## config.mk

```make
export PLATFORM = sky130hd
export DESIGN_NAME = chan_sel_tx_flat
export DESIGN_NICKNAME = d
export VERILOG_FILES = /design/src/rtl/chan_sel_pkg.sv /design/src/rtl/chan_sel_tx_if.sv /design/src/rtl/chan_sel_tx_btn_debounce.sv /design/src/rtl/chan_sel_tx.sv /design/src/flat_wrapper.sv
export SDC_FILE = /design/constraint.sdc
export NUM_CORES = 1
export LEC_CHECK = 0
export CAP_MARGIN = 30
export CORE_MARGIN = 2
export CORE_UTILIZATION = 44
export CTS_CLUSTER_DIAMETER = 200
export DETAILED_ROUTE_END_ITERATION = 12
export GPL_ROUTABILITY_DRIVEN = 0
export HOLD_SLACK_MARGIN = 0.15
export PLACE_DENSITY = 0.79
export SETUP_SLACK_MARGIN = 0.1
export SLEW_MARGIN = 20
export SYNTH_ARGS = -nofsm -noshare
export SYNTH_HDL_FRONTEND = slang
export SYNTH_SLANG_ARGS = --single-unit
```

## constraint.sdc

```tcl
create_clock -name clk -period 2.62 [get_ports clk]
set_input_delay 0.262 -clock clk [delete_from_list [all_inputs] [get_ports clk]]
set_output_delay 0.262 -clock clk [all_outputs]
set_load 0.01 [all_outputs]
```

## src/rtl/chan_sel_pkg.sv

```systemverilog
// Shared types and constants for the channel-select / UART TX feeder.
package chan_sel_pkg;

  typedef enum logic {
    IDLE,
    BUSY
  } tx_state_t;

  localparam int DEB_CYC_DEF  = 16;
  localparam int SCAN_PER_DEF = 1000000;

  // Index width that stays at least one bit even for tiny counts.
  function automatic int clog2_min1(input int n);
    return (n <= 2) ? 1 : $clog2(n);
  endfunction

endpackage

```

## src/rtl/chan_sel_tx_if.sv

```systemverilog
// Valid/ready word link from the channel selector to the UART transmitter.
interface chan_sel_tx_if #(
  parameter int DW = 8
) ();
  logic [DW-1:0] tx_data;
  logic          tx_valid;
  logic          tx_ready;

  modport master (output tx_data, output tx_valid, input tx_ready);
  modport slave  (input tx_data, input tx_valid, output tx_ready);
endinterface

```

## src/rtl/chan_sel_tx_btn_debounce.sv

```systemverilog
// Button conditioner: 2-FF synchroniser, stability counter, rising-edge press pulse.
module btn_debounce
  import chan_sel_pkg::*;
#(
  parameter int DEB_CYC = DEB_CYC_DEF
) (
  input  logic clk,
  input  logic rst,
  input  logic btn,
  output logic press
);

  localparam int CW = clog2_min1(DEB_CYC);

  logic          s1, s2, lvl, lvl_q;
  logic [CW-1:0] cnt;

  // Synchronise, then accept a level only after DEB_CYC consecutive differing samples.
  always_ff @(posedge clk) begin
    if (rst) begin
      s1    <= 1'b0;
      s2    <= 1'b0;
      lvl   <= 1'b0;
      lvl_q <= 1'b0;
      cnt   <= '0;
    end else begin
      s1    <= btn;
      s2    <= s1;
      lvl_q <= lvl;
      if (s2 == lvl) begin
        cnt <= '0;
      end else if (cnt == CW'(DEB_CYC - 1)) begin
        lvl <= s2;
        cnt <= '0;
      end else begin
        cnt <= cnt + 1'b1;
      end
    end
  end

  assign press = lvl & ~lvl_q;

endmodule

```

## src/rtl/chan_sel_tx.sv

```systemverilog
// Channel selector feeding the UART TX block.
// Optional auto-scan stepping is compiled in with CHAN_SEL_AUTO_SCAN_EN.
module chan_sel_tx
  import chan_sel_pkg::*;
#(
  parameter int NCH      = 4,
  parameter int DW       = 8,
  parameter int DEB_CYC  = DEB_CYC_DEF,
  parameter int SCAN_PER = SCAN_PER_DEF
) (
  input  logic                        clk,
  input  logic                        rst,
  input  logic [NCH*DW-1:0]           ch_data,
  input  logic                        btn_up,
  input  logic                        btn_dn,
  input  logic                        send_req,
  input  logic                        auto_mode,
  output logic [clog2_min1(NCH)-1:0]  sel,
  output logic [DW-1:0]               sel_data,
  output logic                        sel_chg,
  chan_sel_tx_if.master               tx
);

  localparam int SW = clog2_min1(NCH);

  logic          up_p, dn_p, auto_step;
  logic          inc, dec, req;
  logic [SW-1:0] sel_nxt;
  logic [DW-1:0] cap;

  tx_state_t     state_q, state_n;
  logic          pending_q, pending_n;
  logic          valid_q, valid_n;
  logic [DW-1:0] data_q, data_n;

  btn_debounce #(.DEB_CYC(DEB_CYC)) u_deb_up (.clk(clk), .rst(rst), .btn(btn_up), .press(up_p));
  btn_debounce #(.DEB_CYC(DEB_CYC)) u_deb_dn (.clk(clk), .rst(rst), .btn(btn_dn), .press(dn_p));

`ifdef CHAN_SEL_AUTO_SCAN_EN
  localparam int SCW = clog2_min1(SCAN_PER);
  logic [SCW-1:0] scan_cnt;
  logic           scan_tc;

  assign scan_tc   = auto_mode && (scan_cnt == SCW'(SCAN_PER - 1));
  // A button pulse in the terminal cycle wins; the tick is simply lost.
  assign auto_step = scan_tc & ~up_p & ~dn_p;

  // Free-running scan interval counter, held at zero while auto mode is off.
  always_ff @(posedge clk) begin
    if (rst || !auto_mode || scan_tc) scan_cnt <= '0;
    else                              scan_cnt <= scan_cnt + 1'b1;
  end
`else
  logic unused_auto;
  assign unused_auto = auto_mode | (SCAN_PER == 0);
  assign auto_step   = 1'b0;
`endif

  assign inc = (up_p & ~dn_p) | auto_step;
  assign dec = dn_p & ~up_p;
  // The step itself is the request, so the capture sees the post-step index.
  assign req = inc | dec | send_req;

  // Wrapping next-index computation.
  always_comb begin
    sel_nxt = sel;
    if (inc)      sel_nxt = (sel == SW'(NCH - 1)) ? '0 : sel + 1'b1;
    else if (dec) sel_nxt = (sel == '0) ? SW'(NCH - 1) : sel - 1'b1;
  end

  assign cap      = ch_data[sel_nxt*DW +: DW];
  assign sel_data = ch_data[sel*DW +: DW];

  // Selection index register and change pulse.
  always_ff @(posedge clk) begin
    if (rst) begin
      sel     <= '0;
      sel_chg <= 1'b0;
    end else begin
      sel     <= sel_nxt;
      sel_chg <= inc | dec;
    end
  end

  // TX state, pending flag and held data word.
  always_ff @(posedge clk) begin
    if (rst) begin
      state_q   <= IDLE;
      pending_q <= 1'b0;
      valid_q   <= 1'b0;
      data_q    <= '0;
    end else begin
      state_q   <= state_n;
      pending_q <= pending_n;
      valid_q   <= valid_n;
      data_q    <= data_n;
    end
  end

  // TX next state: capture on request, hold while busy, chain a pending send back-to-back.
  always_comb begin
    state_n   = state_q;
    pending_n = pending_q;
    valid_n   = valid_q;
    data_n    = data_q;
    case (state_q)
      IDLE: begin
        if (req) begin
          data_n  = cap;
          valid_n = 1'b1;
          state_n = BUSY;
        end
      end
      BUSY: begin
        if (valid_q && tx.tx_ready) begin
          // A request landing in the handshake cycle folds into the pending send.
          if (pending_q || req) begin
            data_n    = cap;
            valid_n   = 1'b1;
            pending_n = 1'b0;
          end else begin
            valid_n = 1'b0;
            state_n = IDLE;
          end
        end else if (req) begin
          pending_n = 1'b1;
        end
      end
      default: state_n = IDLE;
    endcase
  end

  assign tx.tx_data  = data_q;
  assign tx.tx_valid = valid_q;

endmodule
```

## src/flat_wrapper.sv

```systemverilog
// flat-port wrapper written by rule: the top's interface ports become plain ports
module chan_sel_tx_flat import chan_sel_pkg::*;
#(
  parameter int NCH      = 4,
  parameter int DW       = 8,
  parameter int DEB_CYC  = DEB_CYC_DEF,
  parameter int SCAN_PER = SCAN_PER_DEF
)
  (clk, rst, ch_data, btn_up, btn_dn, send_req, auto_mode, sel, sel_data, sel_chg, tx_tx_data, tx_tx_valid, tx_tx_ready);
  chan_sel_tx_if #(.DW(DW)) tx_i ();
  input  logic clk;
  input  logic rst;
  input  logic [NCH*DW-1:0] ch_data;
  input  logic btn_up;
  input  logic btn_dn;
  input  logic send_req;
  input  logic auto_mode;
  output logic [clog2_min1(NCH)-1:0] sel;
  output logic [DW-1:0] sel_data;
  output logic sel_chg;
  output wire logic [$bits(tx_i.tx_data)-1:0] tx_tx_data;
  output wire logic [$bits(tx_i.tx_valid)-1:0] tx_tx_valid;
  input wire logic [$bits(tx_i.tx_ready)-1:0] tx_tx_ready;
  assign tx_tx_data = tx_i.tx_data;
  assign tx_tx_valid = tx_i.tx_valid;
  assign tx_i.tx_ready = tx_tx_ready;
  chan_sel_tx #(.NCH(NCH), .DW(DW), .DEB_CYC(DEB_CYC), .SCAN_PER(SCAN_PER)) u_core (.clk(clk), .rst(rst), .ch_data(ch_data), .btn_up(btn_up), .btn_dn(btn_dn), .send_req(send_req), .auto_mode(auto_mode), .sel(sel), .sel_data(sel_data), .sel_chg(sel_chg), .tx(tx_i));
endmodule
```

==> flow_summary.json <==
{
  "fmax_mhz": 447.1,
  "fillers": 285,
  "hpwlAfterDp_um": 2912,
  "grt_max_degree": 26,
  "drt-met1-wl_um": 1604,
  "synth_edf_count": 0,
  "synth.most_common_cell": "dfxtp_1",
  "power.total_uw": 890.6,
  "cp-start-kind": "flip-flop",
  "grt_pass1_wl_um": 6313,
  "insertion_delay_ns": 0.32,
  "hp-class": "flip-flop to flip-flop",
  "wl_met3_um": 311,
  "cap_violations": 0,
  "clockBufferDepth": 2,
  "grt_usage": 0.1970,
  "crit_arrival_ns": 1.97,
  "setup_viol": 0,
  "cp-end-kind": "output pin",
  "clockRootBuffer": "clkbuf_4",
  "yosysSeqAreaShare": 0.3747,
  "coreArea_um2": 3416,
  "gr-total-overflow": 0,
  "htree_num_levels": 2,
  "grt_setup_unrepaired": "no",
  "synth_cell_types": 28,
  "synth_area_leaders": "dfxtp_1 37%, mux4_1 13%, mux2i_1 11%, ha_1 4.7%, o221ai_1 4.4%",
  "tns_ns": 0,
  "timing.final.crit_share": 0.8536,
  "synth_area_um2": 1603,
  "setup_ws_ns": 0.3836,
  "top_layer_used": "met4",
  "async_flop_share": 0,
  "r2r_end": "u_core.tx.tx_data[4]$_SDFFE_PP0P_",
  "crit_fanout": 11,
  "dpl_cell_area_um2": 2207,
  "ctsResizeCount": 0,
  "wl_per_cell_um": 14.96,
  "tightestPinTransition_ns": 0.5312,
  "place_ws_ns": 0.3925,
  "fin_crit_ns": 2.236,
  "fin_area_um2": 2252,
  "antenna_left": 0,
  "fin_cells": 255,
  "wl_um": 3816,
  "synthFlopType": "dfxtp_1",
  "die-area_um2": 4142,
  "worstRegToRegCells": 6,
  "slew_headroom": 0.6458,
  "firstDrtPassIters": 4,
  "numCtsBuffers": 5,
  "rows": 21,
  "fp.dieW_um": 64.36,
  "worstPathRequired_ns": 2.36,
  "route.vias.total": 1382,
  "area_delta_synth_final_pct": 40.52,
  "port_buffers": 57,
  "drive_gt1_frac": 0.05742,
  "cts_tree": "built",
  "clk_pin_slew_ns": 0.08,
  "post_cts.repair.setup_buffers": 0,
  "hold_ws_ns": 0.4487,
  "p_per_area_nw_per_um2": 395.4,
  "antenna_found_initial": 0,
  "peakVddDrop_mv": 0.4236,
  "cts_sinks": 30,
  "power.leakage_nw": 0.9475,
  "dr_wl_met2_um": 1845,
  "hold_viol": 0,
  "dp_cells": 248,
  "utilization": 0.6593,
  "startpoint": "u_core.sel[1]$_SDFF_PP0_",
  "pin_count": 59,
  "synth_seq_cells": 30,
  "critPathCapture": "sel_data[4]",
  "grt_pass1_vias": 1384,
  "ys_warn_count": 0,
  "rrSetupSlack_ns": 0.39,
  "synth_area_leader_cell": "dfxtp_1",
  "ys_top_cells_by_count": "30 x dfxtp_1, 18 x mux2i_1, 16 x nor2_1",
  "critical_path_class": "flip-flop to output pin",
  "skew_ns": 0.01175,
  "drv_slew": 0,
  "routed_via_density": 5.420,
  "final_nets": 254,
  "syn_avg_cell_area_um2": 10.76,
  "die-height_um": 64.36,
  "status": "complete, no violations",
  "r2r-start": "u_core.u_deb_up.lvl$_SDFFE_PP0P_",
  "cts_hold_buf": 0,
  "synth_top_area_frac": 0.3747,
  "diodes": 0,
  "drc": 0,
  "initial_core_util": 0.4692,
  "syn_nets": 194,
  "syn-instance-count": 149,
  "drtIter0Drc": 53
}
cells by family (layout without fill, tap and decap cells):
group,count (synthesis),in the layout,synth area share
compound gates,19,19,0.08822
xor+xnor,6,6,0.03279
fa+ha+maj,6,6,0.04684
buf+inv,15,75,0.05699
flops,30,30,0.3747
mux,26,26,0.2436
simple gates,47,47,0.1569
report_power, final:
group	internal [mW]	switching [mW]	leakage, nW
combinational	0.104	0.0561	0.677
sequential	0.472	0.0112	0.245
clock	0.101	0.146	0.0254
total	0.677	0.213	0.948
per-layer routing:
| metal | GRT usage | vias up |
|---|---|---|
| met5 | 0 | - |
| met1 | 0.2108 | 651 |
| met2 | 0.3568 | 56 |
| met3 | 0.07042 | 6 |
| met4 | 0.06649 | 0 |
| li1 | - | 669 |
registers in the layout, summed over array words and instances (netlist names):
| signal | flops |
|---|---|
| u_core.tx.tx_data | 8 |
| u_core.pending_q | 1 |
| u_core.u_deb_dn.lvl | 1 |
| u_core.u_deb_up.s1 | 1 |
| u_core.u_deb_dn.lvl_q | 1 |
| u_core.u_deb_up.s2 | 1 |
| u_core.u_deb_up.cnt | 4 |
| u_core.u_deb_up.lvl_q | 1 |
| u_core.sel | 2 |
| u_core.sel_chg | 1 |
| u_core.state_q | 1 |
| u_core.u_deb_dn.cnt | 4 |
| u_core.u_deb_dn.s2 | 1 |
| u_core.tx.tx_valid | 1 |
| u_core.u_deb_dn.s1 | 1 |
| u_core.u_deb_up.lvl | 1 |
cells in the final DEF, fill, tap and decap left out:
| cell | n |
|---|---|
| a211oi_2 | 1 |
| a21oi_1 | 5 |
| a22o_1 | 1 |
| a311oi_1 | 1 |
| and3_1 | 2 |
| buf_4 | 3 |
| buf_8 | 1 |
| clkbuf_1 | 2 |
| clkbuf_4 | 5 |
| clkdlybuf4s50_1 | 57 |
| dfxtp_1 | 30 |
| ha_1 | 6 |
| inv_1 | 7 |
| mux2i_1 | 18 |
| mux4_1 | 8 |
| nand2_1 | 3 |
| nand2b_1 | 2 |
| nand3_1 | 3 |
| nand3b_1 | 8 |
| nor2_1 | 16 |
| nor2_2 | 1 |
| nor2b_1 | 8 |
| nor3_1 | 1 |
| o21ai_0 | 1 |
| o21ai_2 | 1 |
| o221ai_1 | 8 |
| o22ai_1 | 1 |
| or3_1 | 3 |
| xnor2_1 | 4 |
| xor2_1 | 2 |
layout make-up:
| type | instances | area, um^2 | area share |
|---|---|---|---|
| clock buffers | 7 | 45.04 | 0.02000 |
| inverters | 7 | 26.28 | 0.01167 |
| multi-input cells | 104 | 914.6 | 0.4061 |
| flip-flops and latches | 30 | 600.6 | 0.2667 |
| well taps | 46 | 57.56 | 0.02556 |
| repair buffers | 61 | 608.1 | 0.2700 |
worst max-delay path, stage by stage (launching register included):
cell	delay, ns
dfxtp_1	0.35
buf_4	0.22
mux4_1	0.58
clkdlybuf4s50_1	0.51
how the worst min path moves through the flow:
| stage | from | slack, ns | cells past startpoint | endpoint |
|---|---|---|---|---|
| global placement | u_core.u_deb_up.s1$_SDFF_PP0_ | 0.42 | 1 | u_core.u_deb_up.s2$_SDFF_PP0_ |
| floorplan | tx_tx_ready | 0.38 | 1 | u_core.pending_q$_SDFFE_PP0P_ |
| detailed placement | u_core.u_deb_dn.s1$_SDFF_PP0_ | 0.44 | 1 | u_core.u_deb_dn.s2$_SDFF_PP0_ |
| global route | u_core.u_deb_dn.s1$_SDFF_PP0_ | 0.48 | 1 | u_core.u_deb_dn.s2$_SDFF_PP0_ |
| CTS | u_core.u_deb_dn.s1$_SDFF_PP0_ | 0.46 | 1 | u_core.u_deb_dn.s2$_SDFF_PP0_ |
| finish | u_core.u_deb_dn.s1$_SDFF_PP0_ | 0.45 | 1 | u_core.u_deb_dn.s2$_SDFF_PP0_ |
Power figures use the tool's default switching activity.
